`src/rtl/m2_block_scheduler_pkg.sv`:
```
// Shared types and constants for the milestone 2 block scheduler:
// FSM states, segment codes, engine bit positions, block counts and SRAM offsets.
package m2_block_scheduler_pkg;

    typedef enum logic [2:0] {
        S_IDLE,
        S_LEAD_F,
        S_LEAD_CT,
        S_MEGA_A,
        S_MEGA_B,
        S_OUT_CS,
        S_OUT_W,
        S_FINISH
    } m2_sched_state_type;

    localparam logic [1:0] SEG_Y = 2'd0;
    localparam logic [1:0] SEG_U = 2'd1;
    localparam logic [1:0] SEG_V = 2'd2;

    // Engine bit positions in the 4-bit start/done vectors: {fetch, ct, cs, ws}
    localparam logic [3:0] ENG_F  = 4'b1000;
    localparam logic [3:0] ENG_CT = 4'b0100;
    localparam logic [3:0] ENG_CS = 4'b0010;
    localparam logic [3:0] ENG_W  = 4'b0001;

    localparam logic [11:0] Y_BLOCKS     = 12'd1200;
    localparam logic [11:0] UV_BLOCKS    = 12'd600;
    localparam logic [11:0] TOTAL_BLOCKS = Y_BLOCKS + UV_BLOCKS + UV_BLOCKS;

    localparam logic [5:0] Y_BLK_COLS  = 6'd40;
    localparam logic [5:0] UV_BLK_COLS = 6'd20;
    localparam logic [4:0] BLK_ROWS    = 5'd30;

    localparam logic [17:0] PRE_IDCT_OFFSET = 18'd76800;
    localparam logic [17:0] U_OFFSET        = 18'd38400;
    localparam logic [17:0] V_OFFSET        = 18'd57600;

    // Coefficient regions: Y occupies 76800 words, U 38400 words, then V
    localparam logic [17:0] FETCH_U_OFFSET = PRE_IDCT_OFFSET + 18'd76800;
    localparam logic [17:0] FETCH_V_OFFSET = PRE_IDCT_OFFSET + 18'd115200;

endpackage

```
`src/rtl/m2_block_addr_gen.sv`:
```
// One (seg, brow, bcol) block tracker with its SRAM base-address calculation.
// Fetch mode addresses coefficient blocks, write mode addresses pixel-pair blocks.
module m2_block_addr_gen
    import m2_block_scheduler_pkg::*;
#(
    parameter bit WRITE_MODE = 1'b0
) (
    input  logic        CLOCK_50_I,
    input  logic        Resetn,
    input  logic        issue,
    output logic [17:0] base,
    output logic [1:0]  seg
);

    logic [1:0]  cur_seg;
    logic [4:0]  cur_brow;
    logic [5:0]  cur_bcol;
    logic [5:0]  last_col;
    logic [17:0] brow_ext;
    logic [17:0] bcol_ext;
    logic [17:0] row_term;
    logic [17:0] col_term;
    logic [17:0] seg_offset;
    logic [17:0] calc_base;

    // Row strides: fetch Y 2560, fetch U/V 1280, write Y 1280, write U/V 640
    always_comb begin
        brow_ext   = {13'd0, cur_brow};
        bcol_ext   = {12'd0, cur_bcol};
        last_col   = (cur_seg == SEG_Y) ? (Y_BLK_COLS - 6'd1) : (UV_BLK_COLS - 6'd1);
        row_term   = '0;
        col_term   = '0;
        seg_offset = '0;
        if (WRITE_MODE) begin
            col_term = bcol_ext << 2;
            if (cur_seg == SEG_Y) begin
                row_term   = (brow_ext << 10) + (brow_ext << 8);
                seg_offset = '0;
            end else begin
                row_term   = (brow_ext << 9) + (brow_ext << 7);
                seg_offset = (cur_seg == SEG_U) ? U_OFFSET : V_OFFSET;
            end
        end else begin
            col_term = bcol_ext << 3;
            if (cur_seg == SEG_Y) begin
                row_term   = (brow_ext << 11) + (brow_ext << 9);
                seg_offset = PRE_IDCT_OFFSET;
            end else begin
                row_term   = (brow_ext << 10) + (brow_ext << 8);
                seg_offset = (cur_seg == SEG_U) ? FETCH_U_OFFSET : FETCH_V_OFFSET;
            end
        end
        calc_base = seg_offset + row_term + col_term;
    end

    // After the last V block the tracker wraps back to (Y, 0, 0) for the next frame
    always_ff @(posedge CLOCK_50_I or negedge Resetn) begin
        if (!Resetn) begin
            cur_seg  <= SEG_Y;
            cur_brow <= '0;
            cur_bcol <= '0;
            base     <= '0;
            seg      <= '0;
        end else if (issue) begin
            base <= calc_base;
            seg  <= cur_seg;
            if (cur_bcol == last_col) begin
                cur_bcol <= '0;
                if (cur_brow == BLK_ROWS - 5'd1) begin
                    cur_brow <= '0;
                    cur_seg  <= (cur_seg == SEG_V) ? SEG_Y : cur_seg + 2'd1;
                end else begin
                    cur_brow <= cur_brow + 5'd1;
                end
            end else begin
                cur_bcol <= cur_bcol + 6'd1;
            end
        end
    end

endmodule

```
`src/rtl/m2_block_scheduler.sv`:
```
// Milestone 2 top sequencer: walks all Y, U and V blocks through the
// Fetch S' / Compute T / Compute S / Write S engines in a two-phase overlap.
module m2_block_scheduler
    import m2_block_scheduler_pkg::*;
(
    input  logic        CLOCK_50_I,
    input  logic        Resetn,
    input  logic        m2_start,
    output logic        m2_finish,
    output logic        busy,
    output logic        fetch_start,
    input  logic        fetch_done,
    output logic [17:0] fetch_base,
    output logic [1:0]  fetch_seg,
    output logic        ct_start,
    input  logic        ct_done,
    output logic        cs_start,
    input  logic        cs_done,
    output logic        ws_start,
    input  logic        ws_done,
    output logic [17:0] write_base,
    output logic [1:0]  write_seg
);

    m2_sched_state_type state, next_state;

    logic [11:0] blk_cnt;
    logic        blk_inc;
    logic        finish_issue;
    logic        finish_q;
    logic        busy_q;
    logic [3:0]  issue_vec;
    logic [3:0]  start_q;
    logic [3:0]  done_vec;
    logic [3:0]  pend_vec;
    logic [3:0]  flag_vec;
    logic [3:0]  accept_vec;
    logic [3:0]  ok_vec;
    logic [3:0]  req_vec;
    logic        phase_done;

    // Handshake: each *_start is a one-cycle registered pulse that makes the engine
    // outstanding; the engine answers with *_done at least one cycle later. A done
    // for an outstanding engine sets a sticky flag that lives until the next phase
    // issues; a done for an engine with nothing outstanding is dropped.
    assign done_vec   = {fetch_done, ct_done, cs_done, ws_done};
    assign accept_vec = done_vec & pend_vec & ~start_q;
    assign ok_vec     = flag_vec | accept_vec;
    assign phase_done = ((ok_vec & req_vec) == req_vec);

    assign fetch_start = start_q[3];
    assign ct_start    = start_q[2];
    assign cs_start    = start_q[1];
    assign ws_start    = start_q[0];
    assign m2_finish   = finish_q;
    assign busy        = busy_q;

    always_comb begin
        req_vec = '0;
        case (state)
            S_LEAD_F:  req_vec = ENG_F;
            S_LEAD_CT: req_vec = ENG_CT;
            S_MEGA_A:  req_vec = ENG_CS | ENG_F;
            S_MEGA_B:  req_vec = ENG_CT | ENG_W;
            S_OUT_CS:  req_vec = ENG_CS;
            S_OUT_W:   req_vec = ENG_W;
            default:   req_vec = '0;
        endcase
    end

    always_comb begin
        next_state   = state;
        issue_vec    = '0;
        finish_issue = 1'b0;
        blk_inc      = 1'b0;
        case (state)
            S_IDLE: begin
                if (m2_start) begin
                    next_state = S_LEAD_F;
                    issue_vec  = ENG_F;
                end
            end
            S_LEAD_F: begin
                if (phase_done) begin
                    next_state = S_LEAD_CT;
                    issue_vec  = ENG_CT;
                end
            end
            S_LEAD_CT: begin
                if (phase_done) begin
                    next_state = S_MEGA_A;
                    issue_vec  = ENG_CS | ENG_F;
                end
            end
            S_MEGA_A: begin
                if (phase_done) begin
                    next_state = S_MEGA_B;
                    issue_vec  = ENG_CT | ENG_W;
                end
            end
            S_MEGA_B: begin
                // blk_cnt still holds b here; the block after b+1 must exist to fetch it
                if (phase_done) begin
                    blk_inc = 1'b1;
                    if (blk_cnt < TOTAL_BLOCKS - 12'd2) begin
                        next_state = S_MEGA_A;
                        issue_vec  = ENG_CS | ENG_F;
                    end else begin
                        next_state = S_OUT_CS;
                        issue_vec  = ENG_CS;
                    end
                end
            end
            S_OUT_CS: begin
                if (phase_done) begin
                    next_state = S_OUT_W;
                    issue_vec  = ENG_W;
                end
            end
            S_OUT_W: begin
                if (phase_done) begin
                    next_state   = S_FINISH;
                    finish_issue = 1'b1;
                end
            end
            S_FINISH: begin
                next_state = S_IDLE;
            end
            default: begin
                next_state = S_IDLE;
            end
        endcase
    end

    always_ff @(posedge CLOCK_50_I or negedge Resetn) begin
        if (!Resetn) begin
            state    <= S_IDLE;
            start_q  <= '0;
            finish_q <= 1'b0;
            busy_q   <= 1'b0;
        end else begin
            state    <= next_state;
            start_q  <= issue_vec;
            finish_q <= finish_issue;
            busy_q   <= (next_state != S_IDLE);
        end
    end

    always_ff @(posedge CLOCK_50_I or negedge Resetn) begin
        if (!Resetn) begin
            blk_cnt <= '0;
        end else if (state == S_IDLE) begin
            blk_cnt <= '0;
        end else if (blk_inc) begin
            blk_cnt <= blk_cnt + 12'd1;
        end
    end

    always_ff @(posedge CLOCK_50_I or negedge Resetn) begin
        if (!Resetn) begin
            pend_vec <= '0;
            flag_vec <= '0;
        end else begin
            pend_vec <= (pend_vec & ~accept_vec) | issue_vec;
            flag_vec <= (|issue_vec) ? 4'b0000 : (flag_vec | accept_vec);
        end
    end

    m2_block_addr_gen #(
        .WRITE_MODE (1'b0)
    ) u_fetch_addr (
        .CLOCK_50_I (CLOCK_50_I),
        .Resetn     (Resetn),
        .issue      (issue_vec[3]),
        .base       (fetch_base),
        .seg        (fetch_seg)
    );

    m2_block_addr_gen #(
        .WRITE_MODE (1'b1)
    ) u_write_addr (
        .CLOCK_50_I (CLOCK_50_I),
        .Resetn     (Resetn),
        .issue      (issue_vec[0]),
        .base       (write_base),
        .seg        (write_seg)
    );

endmodule

```
`config.mk`:
```
export PLATFORM = sky130hd
export DESIGN_NAME = m2_block_scheduler
export DESIGN_NICKNAME = d
export VERILOG_FILES = /design/src/rtl/m2_block_scheduler_pkg.sv /design/src/rtl/m2_block_addr_gen.sv /design/src/rtl/m2_block_scheduler.sv
export SDC_FILE = /design/constraint.sdc
export NUM_CORES = 1
export LEC_CHECK = 0
export ABC_AREA = 1
export CORE_ASPECT_RATIO = 1.1
export CORE_MARGIN = 10
export CORE_UTILIZATION = 59
export CTS_BUF_LIST = sky130_fd_sc_hd__clkbuf_2
export DETAILED_ROUTE_END_ITERATION = 6
export DONT_BUFFER_PORTS = 1
export PLACE_DENSITY = 0.78
export SYNTH_ARGS = -nofsm -noshare
export SYNTH_HDL_FRONTEND = slang
export SYNTH_HIERARCHICAL = 1
export SYNTH_SLANG_ARGS = --single-unit
```
`constraint.sdc`:
```
create_clock -name CLOCK_50_I -period 5.6 [get_ports CLOCK_50_I]
set_clock_uncertainty 0.05 [all_clocks]
set_input_delay 0.56 -clock CLOCK_50_I [delete_from_list [all_inputs] [get_ports CLOCK_50_I]]
set_output_delay 0.56 -clock CLOCK_50_I [all_outputs]
set_load 0.01 [all_outputs]
```
## Word-level counts from Yosys, hierarchy flattened

Index checks and enable logic that the tools add are counted.

| word-level totals | value |
|---|---|
| flip-flop bits (word level) | 95 |
| output and inout port bits | 46 |
| logic and storage cells | 105 |

| operators by class | value |
|---|---|
| add/subtract/negate cells | 15 |
| order comparisons | 1 |
| equality and inequality tests | 16 |
| muxes and demuxes | 38 |
| bitwise logic cells | 8 |
| reduce and logical (&&, ||, !) cells | 10 |

Operators by type and width:

| cell | count |
|---|---|
| 16-bit two-way mux | 3 |
| 4-bit case mux with 6 select lines | 2 |
| 18-bit adder | 2 |
| 15-bit by 13-bit adder with 16-bit output | 2 |
| 3-bit two-way mux | 10 |
| 12-bit two-way mux | 2 |
| 6-bit two-way mux | 4 |
| 3-bit case mux with 8 select lines | 1 |
| 4-bit two-way mux | 5 |
| 18-bit by 8-bit adder with 18-bit output | 1 |
| 18-bit by 9-bit adder with 18-bit output | 1 |
| 18-bit two-way mux | 1 |
| 16-bit by 14-bit adder with 17-bit output | 1 |
| 17-bit two-way mux | 1 |
| 4-bit AND | 4 |
| 14-bit by 12-bit adder with 15-bit output | 1 |
| 15-bit two-way mux | 1 |
| 12-bit by 1-bit adder with 12-bit output, second input constant | 1 |
| 6-bit by 1-bit adder with 6-bit output, second input constant | 2 |
| 3-bit equality test, second input constant | 4 |
| 6-bit equality test | 2 |
| 12-bit < comparator, second input constant | 1 |
| 5-bit by 1-bit adder with 5-bit output, second input constant | 2 |
| 5-bit equality test, second input constant | 2 |
| other kinds (18) | 32 |

## Logic depth before layout (Yosys ltp)

Gate-level depths: netlist of run 1.

| logic depth | value |
|---|---|
| word-level depth | 9 |
| depth in mapped cells | 19 |

## Modules after synthesis

The synthesis of run 1 kept the hierarchy.

By module, submodules not included:

| module | instances | cells each | area an instance (µm²) | sequential area each (µm²) |
|---|---|---|---|---|
| m2_block_addr_gen (u_write_addr) | 1 | 275 | 2118.3 | 775.7 |
| m2_block_addr_gen (u_fetch_addr) | 1 | 250 | 1941.9 | 750.7 |
| m2_block_scheduler | 1 | 199 | 1612.8 | 725.7 |

## Least setup slack after synthesis of run 1

No wires, ideal clock.

| timing path | value |
|---|---|
| path kind | register to register |
| start | register u_write_addr.cur_brow[0] |
| end | register u_write_addr.base[15] |
| arrival | 2.500 ns |
| setup slack | 2.933 ns |
| cell stages (with the launch flop) | 16 |
| path buffers | 0 |
| period minus slack after synthesis | 2.667 ns |
| cells stage by stage | dfrtp_1 ha_1 fa_1 inv_1 o21ai_0 ha_1 nand3_1 nand3_1 nand3_2 nand2_4 nor2_2 nand2_1 nor2_2 nand3_1 nand3_1 nand2_1 |

| on the way | value |
|---|---|
| cells in the longest elaborated chain, start to end | 4 |
| elaborated cells on any way between the ends | 5 |

Ends and longest elaborated chain:

| element | RTL line | RTL |
|---|---|---|
| from (decl) | m2_block_addr_gen.sv:16 | `logic [4:0] cur_brow;` |
| from (signal assigned) | m2_block_addr_gen.sv:73 | `cur_brow <= cur_brow + 5'd1;` |
| 15-bit by 13-bit adder with 16-bit output or 14-bit by 12-bit adder with 15-bit output (tied branches) | m2_block_addr_gen.sv:37, m2_block_addr_gen.sv:40 |  |
| 16-bit two-way mux (*) | m2_block_addr_gen.sv:36 | `if (cur_seg == SEG_Y) begin` |
| 18-bit adder (*) | m2_block_addr_gen.sv:53 | `calc_base = seg_offset + row_term + col_term;` |
| 18-bit by 8-bit adder with 18-bit output (*) | m2_block_addr_gen.sv:53 |  |
| to (signal assigned) | m2_block_addr_gen.sv:65 | `base <= calc_base;` |
| to (decl) | m2_block_addr_gen.sv:11 | `output logic [17:0] base,` |

Mark *: on every way between the ends. The rest lies on a longest branch, timed or not.
A chain may end at the register's enable or synchronous reset.

## Worst setup path in the final report of run 1

| timing path | value |
|---|---|
| start | register state[2] |
| end | register u_write_addr.cur_brow[4] |

| on the way | value |
|---|---|
| cells in the longest elaborated chain, start to end | 7 |
| elaborated cells on any way between the ends | 15 |

Ends and longest elaborated chain:

| element | RTL line | RTL |
|---|---|---|
| from (decl) | m2_block_scheduler.sv:25 | `m2_sched_state_type state, next_state;` |
| from (signal assigned) | m2_block_scheduler.sv:142 | `state <= next_state;` |
| 3-bit equality test, or another cell as far along | m2_block_scheduler.sv:60 | `case (state)` |
| 4-bit case mux with 6 select lines | m2_block_scheduler.sv:60 |  |
| 4-bit AND | m2_block_scheduler.sv:49 | `assign phase_done = ((ok_vec & req_vec) == req_vec);` |
| 4-bit equality test | m2_block_scheduler.sv:49 |  |
| 1-bit two-way mux, or another cell as far along | m2_block_scheduler.sv:115 | `if (phase_done) begin` |
| 4-bit case mux with 6 select lines (*) | m2_block_scheduler.sv:76 | `case (state)` |
| via issue_vec[0] | m2_block_scheduler.sv:32 | `logic [3:0] issue_vec;` |
| 2-bit AND reduction (no source line) (*) | n/a |  |

Mark *: on every way through the listed nets, which the timed path passes. The rest lies on a longest branch.

==> metrics.cfg, run 1 <==
[run_status]
status = finished clean

[synthesis]
synth-seq-cells = 90
syn_area_um2 = 5670
yosysSeqAreaShare = 0.397
yosysTopAreaCell = dfrtp_1
synth_top_cells_by_area = dfrtp_1, nand2_1, inv_1
synth_cell_types = 50
postSynthCellCount = 724
synthDominantCellAreaShare = 0.397
avgSynthCellArea_um2 = 7.84
ys_warn_count = 6

[hold_path]
min_from = ws_done
min_path_type = primary input to register

[worst_setup_path]
critPathTopFamily = simple AND/OR/NAND/NOR gates
path_buf_inv = 3
cp-endpoint = u_write_addr/cur_brow[4]$_DFFE_PN0P_
reg2reg_slack_ns = 2.55
crit_required_ns = 5.99
crit_start = state[2]$_DFF_PN0_
rr_endpoint = u_write_addr/cur_brow[4]$_DFFE_PN0P_
worst_setup_path_start_kind = register
critPathKind = register to register
cp.depth = 13
r2r_start = state[2]$_DFF_PN0_
worst-path-max-fanout = 28
endpoint_kind = register
rr_worst_depth = 13
cpMaxStageDelayCell = dfrtp_1
critical_path.max_stage_delay_ns = 0.60
crit_chain = inv_2, nand3_1, nand2_2, nand2_2, nand2_4, nor2_8, nand2_1, inv_1, inv_2, nor2_4, nand4_4, o21ai_0, a21oi_1
worstPathArrival_ns = 3.44

[finish]
instances_no_fill = 842
final_layout_size_suffix_gt1_frac = 0.109
areaGrowthSynthToFinish_pct = 2.49
final_area_um2 = 5810
diodes = 0
layout.nets = 758
layout_commonest_cell = nand2_1
final_cell_mix = nand2_1, inv_1, dfrtp_1, o21ai_0, nand3_1

[drt]
met3_length_um = 646
viasPerCell = 5.43
drtIter0Drc = 343
vias = 4569
drt-met1-wl_um = 4960
post_drt_wl_per_cell_um = 13.9
remaining_drc_errors = 0
first_pass_iters = 5
highest_layer = met4
met2WireLength_um = 5920
wl_um = 11700
drtAntennaViolNets = 0

[clocking]
cts-root-buf = clkbuf_2
clk_latency_ns = 0.53
clock_path_buffers = 2
clk_pin_slew_ns = 0.21
cts_buffers = 9
cts_sinks = 90
postCtsHoldBufs = 2
cts.repair.resized = 0
cts_setup_buffers = 0
cts_max_level = 3
cts_tree = done

[floorplan]
rows = 37
die_w_um = 113
boundaryPins = 53
die_area_um2 = 13900
core_um2 = 9350
start_util = 0.607
die_y_um = 123

[timing]
period_share = 0.545
setup_viol = 0
hold_violations = 0
tightest_slew_ns = 0.582
setup_tns_ns = 0
final_max_slew_viol_count = 0
clock.fmax_mhz = 328
timing.slew.headroom = 0.611
grt_setup_unrepaired = no
fin_crit_ns = 3.05
holdWs_ns = 0.167

[placed_design]
dp.cells = 824
portBuffers = 0
post-dp-hpwl_um = 8830
placedInstanceArea_um2 = 5670
gp_congestion = 0.868

[pwr]
ir_drop_v = 0.000102
power.total_w = 0.000982
p_per_area_nw_per_um2 = 169
leakagePower_nw = 3.01

[global_routing]
grt_pass1_wl_um = 20200
grt_pass1_vias = 4431
antenna_found_initial = 0
grtUsageTotal = 0.173
grt_overflow = 0
grt_max_degree = 91

[job]
drv_cap = 0

-- synth_stat cells (all sizes together) --
library cell  instances
nand3                60
xor2                 13
o21bai                2
a21boi                1
a31oi                 4
buf                  14
nand2               202
o21a                  1
and2                  1
conb                  2
nor2                 60
fa                    4
dlygate4sd3           1
a22oi                 1
xnor2                 4
o22ai                 4
dfrtp                90
ha                   27
nand4                10
a21oi                21
o21ai                69
o211ai                1
nand3b                3
inv                 107
clkinv                1
nor3                 11
clkbuf                5
or2                   1
a31o                  1
o31ai                 2
nor3b                 1
-- metrics by stage --
stage	util	setup WS, ns
floorplan	-	2.93
global placement	0.607	2.59
detailed placement	0.607	2.53
CTS	0.622	2.56
global route	0.622	2.26
finish	0.622	2.55
-- cell type report --
class | count | area [um2]
fillers | 833 | 3540
multi-input cells | 509 | 2870
flip-flops and latches | 90 | 2250
inverters | 108 | 407
well taps | 117 | 146
clock buffers | 12 | 60.1
clock inverters | 4 | 42.5
repair buffers | 2 | 37.5
-- worst reg2reg max path, cell delays in order (launching register included) --
cell	delay (ns)
dfrtp_1	0.60
inv_2	0.11
nand3_1	0.14
nand2_2	0.06
nand2_2	0.09
nand2_4	0.07
nor2_8	0.23
nand2_1	0.12
inv_1	0.41
inv_2	0.35
nor2_4	0.35
nand4_4	0.19
o21ai_0	0.13
a21oi_1	0.06
-- cell families (layout without fill, tap and decap cells) --
family	after synthesis	after routing	synth area share
flops	90	90	0.397
other cells	2	5	0.00132
buf+inv	128	126	0.0992
fa+ha+maj	31	31	0.0737
xor+xnor	17	17	0.0262
simple gates	349	349	0.296
compound gates	107	107	0.107
-- where the power goes --
| part | internal, W | total [W] | switching (W) |
|---|---|---|---|
| clock | 0.000105 | 0.000314 | 0.000208 |
| sequential | 0.000651 | 0.000651 | 0 |
| combinational | 0.00000262 | 0.0000169 | 0.0000143 |
-- state kept, by name (all words and copies together) (netlist names) --
signal                 count
u_write_addr/base         16
u_fetch_addr/base         15
blk_cnt                   12
u_fetch_addr/cur_bcol      6
u_write_addr/cur_bcol      6
u_fetch_addr/cur_brow      5
u_write_addr/cur_brow      5
flag_vec                   4
pend_vec                   4
start_q                    4
state                      3
u_fetch_addr/cur_seg       2
u_fetch_addr/seg           2
u_write_addr/cur_seg       2
u_write_addr/seg           2
busy                       1
m2_finish                  1
-- how the worst min path moves through the flow --
stage	end	slack, ns	cells after the start
floorplan	blk_cnt[0]$_DFFE_PN0P_	0.21	0
global route	flag_vec[0]$_DFF_PN0_	0.15	2
finish	flag_vec[0]$_DFF_PN0_	0.17	2
CTS	flag_vec[0]$_DFF_PN0_	0.12	2
detailed placement	blk_cnt[8]$_DFFE_PN0P_	0.22	0
global placement	blk_cnt[8]$_DFFE_PN0P_	0.22	0
-- per-layer routing --
metal,vias up,track usage
li1,2302,-
met1,2161,0.201
met2,92,0.302
met3,14,0.0459
met4,0,0.0611
met5,-,0
(Power assumes the default switching activity.)
==> run 2: changes to the inputs <==
Settings changed: ABC_AREA 1 to 0, PLACE_DENSITY 0.78 to 0.81.
Clock period 5.6 ns to 2.71 ns, I/O delays scaled along.
==> run 2 against run 1 <==
The flow now finishes with violations (setup timing). Sequential power rose by 110%. Count of clock-buffer cells in the layout fell by 3. Power rose by 110%. Setup slack got worse by 2.9 ns. Flip-flop and latch count did not move. Design area rose by 16%. Global-route usage rose by 1.4 points. Non-clock buffer count rose by 92.
==> metrics.cfg, run 2 <==
[global_routing]
antenna_found_initial = 0  ; unchanged
grt_pass1_vias = 4549  ; +2.7%
grt_overflow = 0  ; unchanged
grt_pass1_wl_um = 21400  ; +6.0%
grtUsageTotal = 0.187  ; +0.0136
grt_max_degree = 91  ; unchanged

[pwr]
ir_drop_v = 0.000253  ; +150%
p_per_area_nw_per_um2 = 311  ; +84%
leakagePower_nw = 3.21  ; +6.5%

[hold_path]
holdPathStages = 3  ; +1
min_path_type = primary input to register
worstHoldEndpoint = flag_vec[2]$_DFF_PN0_
min_from = ct_done

[timing]
grt_setup_unrepaired = yes
clock.fmax_mhz = 322  ; -1.8%
hold_violations = 0  ; unchanged
holdWs_ns = 0.0500  ; -0.117 ns
setup_viol = 8  ; +8
tightest_slew_ns = 0.800  ; +0.218 ns
timing.slew.headroom = 0.453  ; -0.159
fin_crit_ns = 3.11  ; +0.0572 ns
period_share = 1.15  ; +0.602
timing.final.ws_setup_ns = -0.396  ; -2.95 ns
setup_tns_ns = -1.74  ; -1.74 ns
final_max_slew_viol_count = 0  ; unchanged

[worst_setup_path]
worst-path-max-fanout = 4  ; -86%
r2r_start = u_write_addr/cur_brow[2]$_DFFE_PN0P_
worst_setup_path_start_kind = register
endpoint_kind = register
critPathKind = register to register
reg2reg_slack_ns = -0.40  ; -2.95 ns
crit_required_ns = 3.16  ; -2.83 ns
rr_worst_depth = 11  ; -2
rr_endpoint = u_write_addr/base[15]$_DFFE_PN0P_
worstPathArrival_ns = 3.55  ; +0.11 ns

[drt]
remaining_drc_errors = 0  ; unchanged
drtIter0Drc = 328  ; -4.4%
post_drt_wl_per_cell_um = 17.3  ; +24%
first_pass_iters = 5  ; unchanged
vias = 4596  ; +0.59%
drtAntennaViolNets = 0  ; unchanged
wl_um = 13300  ; +14%
viasPerCell = 5.97  ; +10%

[placed_design]
post-dp-hpwl_um = 9320  ; +5.5%
placedInstanceArea_um2 = 6170  ; +8.8%
portBuffers = 0  ; unchanged
gp_congestion = 0.884  ; +1.8%
dp.cells = 730  ; -11%

[floorplan]
start_util = 0.602  ; -0.00482
die_area_um2 = 13800  ; -0.66%
boundaryPins = 53  ; unchanged
core_um2 = 9350  ; unchanged
die_w_um = 113  ; -0.33%
rows = 37  ; unchanged
die_y_um = 122  ; -0.33%

[synthesis]
synthTopCellsByCount = dfrtp_1, nor2_1, nand2_1
synth-xor-area-share = 0.0514  ; +0.0251
synth_top_family_by_area = simple AND/OR/NAND/NOR gates
synth_top_cells_by_area = dfrtp_1, mux2_2, ha_1
ys.flop_type = dfrtp_1
synth_compound_area_frac = 0.166  ; +0.0595
ys_warn_count = 6  ; unchanged
postSynthCellCount = 572  ; -21%
synth-seq-cells = 90  ; unchanged
avgSynthCellArea_um2 = 9.84  ; +26%
yosysSeqAreaShare = 0.400  ; +0.00318
syn_area_um2 = 5630  ; -0.79%
async_reset_ff_frac = 1.00  ; unchanged
synth_cell_types = 78  ; +56%
yosys.area_share.simple = 0.180  ; -0.116
synthDominantCellAreaShare = 0.400  ; +0.00318
synthAdderAreaFrac = 0.0743  ; +0.000590
yosysMostFrequentCell = dfrtp_1
yosysTopAreaCell = dfrtp_1
synth_edf_count = 0  ; unchanged
muxShareOfSynthArea = 0.0745  ; +0.0745

[clocking]
clock_path_buffers = 2  ; unchanged
clk_pin_slew_ns = 0.25  ; +0.04 ns
cts_buffers = 9  ; unchanged
cts_sinks = 90  ; unchanged
cts-root-buf = clkbuf_2
cts_tree = done
cts_max_level = 3  ; unchanged
clk_latency_ns = 0.56  ; +0.03 ns

[finish]
utilization = 0.721  ; +0.0995
final_area_um2 = 6750  ; +16%
layout.nets = 686  ; -9.5%
fill_cells = 661  ; -21%
regMostFlops = u_write_addr/base
largest_reg_flops = 16  ; unchanged
final_layout_size_suffix_gt1_frac = 0.308  ; +0.199
diodes = 0  ; unchanged
areaGrowthSynthToFinish_pct = 19.9
final_cell_mix = dfrtp_1, buf_4, nor2_1, nand2_1, mux2_2
instances_no_fill = 770  ; -8.6%
largestRegisters = u_write_addr/base (16), u_fetch_addr/base (15), blk_cnt (12)
layout_commonest_cell = dfrtp_1

[job]
drv_cap = 0  ; unchanged

[run_status]
violations = setup timing
status = complete, but fails checks

-- run 2: through the flow --
step | worst slack, ns | power (W)
5_1_grt | -0.570 | 0.00218
2_1_floorplan | -0.305 | 0.00138
4_1_cts | -0.376 | 0.00213
3_5_place_dp | -0.483 | 0.00137
3_3_place_gp | -0.254 | 0.00137
6_report | -0.396 | 0.00210
-- run 2: power breakdown --
part / switching (W) / internal, W
registers: 0 / 0.00135
clock network: 0.000492 / 0.000220
logic: 0.0000314 / 0.0000105
total: 0.000523 / 0.00158
-- run 2: cell families (layout without fill, tap and decap cells) --
group	Yosys count	after routing
simple gates	192	192
flops	90	90
fa+ha+maj	31	31
buf+inv	57	135
compound gates	129	129
xor+xnor	33	33
other cells	2	5
mux	38	38
-- run 2: timing repair --
action,in CTS,in global routing
endpoints found under the hold margin,99,0
setup buffers,12,6
endpoints found under the setup margin,11,13
resized for setup,26,25
hold buffers,7,0
pin swaps,15,20
-- run 2: cell type report --
cell class                 count  area [um2]  share of cell area
tap                          117         146              0.0217
timing repair buffer          94         772               0.114
clock inverter                 7        76.3              0.0113
multi-input combinational    428        3360               0.498
inverter                      25        93.8              0.0139
clock buffer                   9        45.0             0.00668
sequential                    90        2250               0.334
-- run 2: routing by layer --
layer	track usage	up-vias	share of wire
met5	0	-	0
met4	0.0611	0	0.020
met3	0.0488	28	0.057
met2	0.330	124	0.52
met1	0.216	2243	0.40
li1	-	2201	-
-- run 2: how the worst max path moves through the flow --
stage | from | to | slack, ns | depth (start not counted)
after CTS | u_write_addr/cur_brow[2]$_DFFE_PN0P_ | u_write_addr/base[15]$_DFFE_PN0P_ | -0.38 | 11
after floorplan | u_write_addr/cur_brow[0]$_DFFE_PN0P_ | u_write_addr/base[15]$_DFFE_PN0P_ | -0.31 | 11
after global placement | u_write_addr/cur_brow[2]$_DFFE_PN0P_ | u_write_addr/base[15]$_DFFE_PN0P_ | -0.25 | 11
after global routing | u_write_addr/cur_brow[1]$_DFFE_PN0P_ | u_write_addr/base[15]$_DFFE_PN0P_ | -0.57 | 12
after detailed placement | u_write_addr/cur_seg[0]$_DFFE_PN0P_ | u_write_addr/base[15]$_DFFE_PN0P_ | -0.48 | 12
final | u_write_addr/cur_brow[2]$_DFFE_PN0P_ | u_write_addr/base[15]$_DFFE_PN0P_ | -0.40 | 11
-- run 2: worst max-delay path, stage by stage (launching register included) --
cell	delay (ns)
dfrtp_1	0.46
ha_2	0.20
fa_2	0.53
nand2_1	0.06
nand2_2	0.08
ha_4	0.22
nor2b_4	0.14
o21ai_1	0.13
or4b_4	0.51
a211o_1	0.29
o21a_1	0.19
o31ai_2	0.18
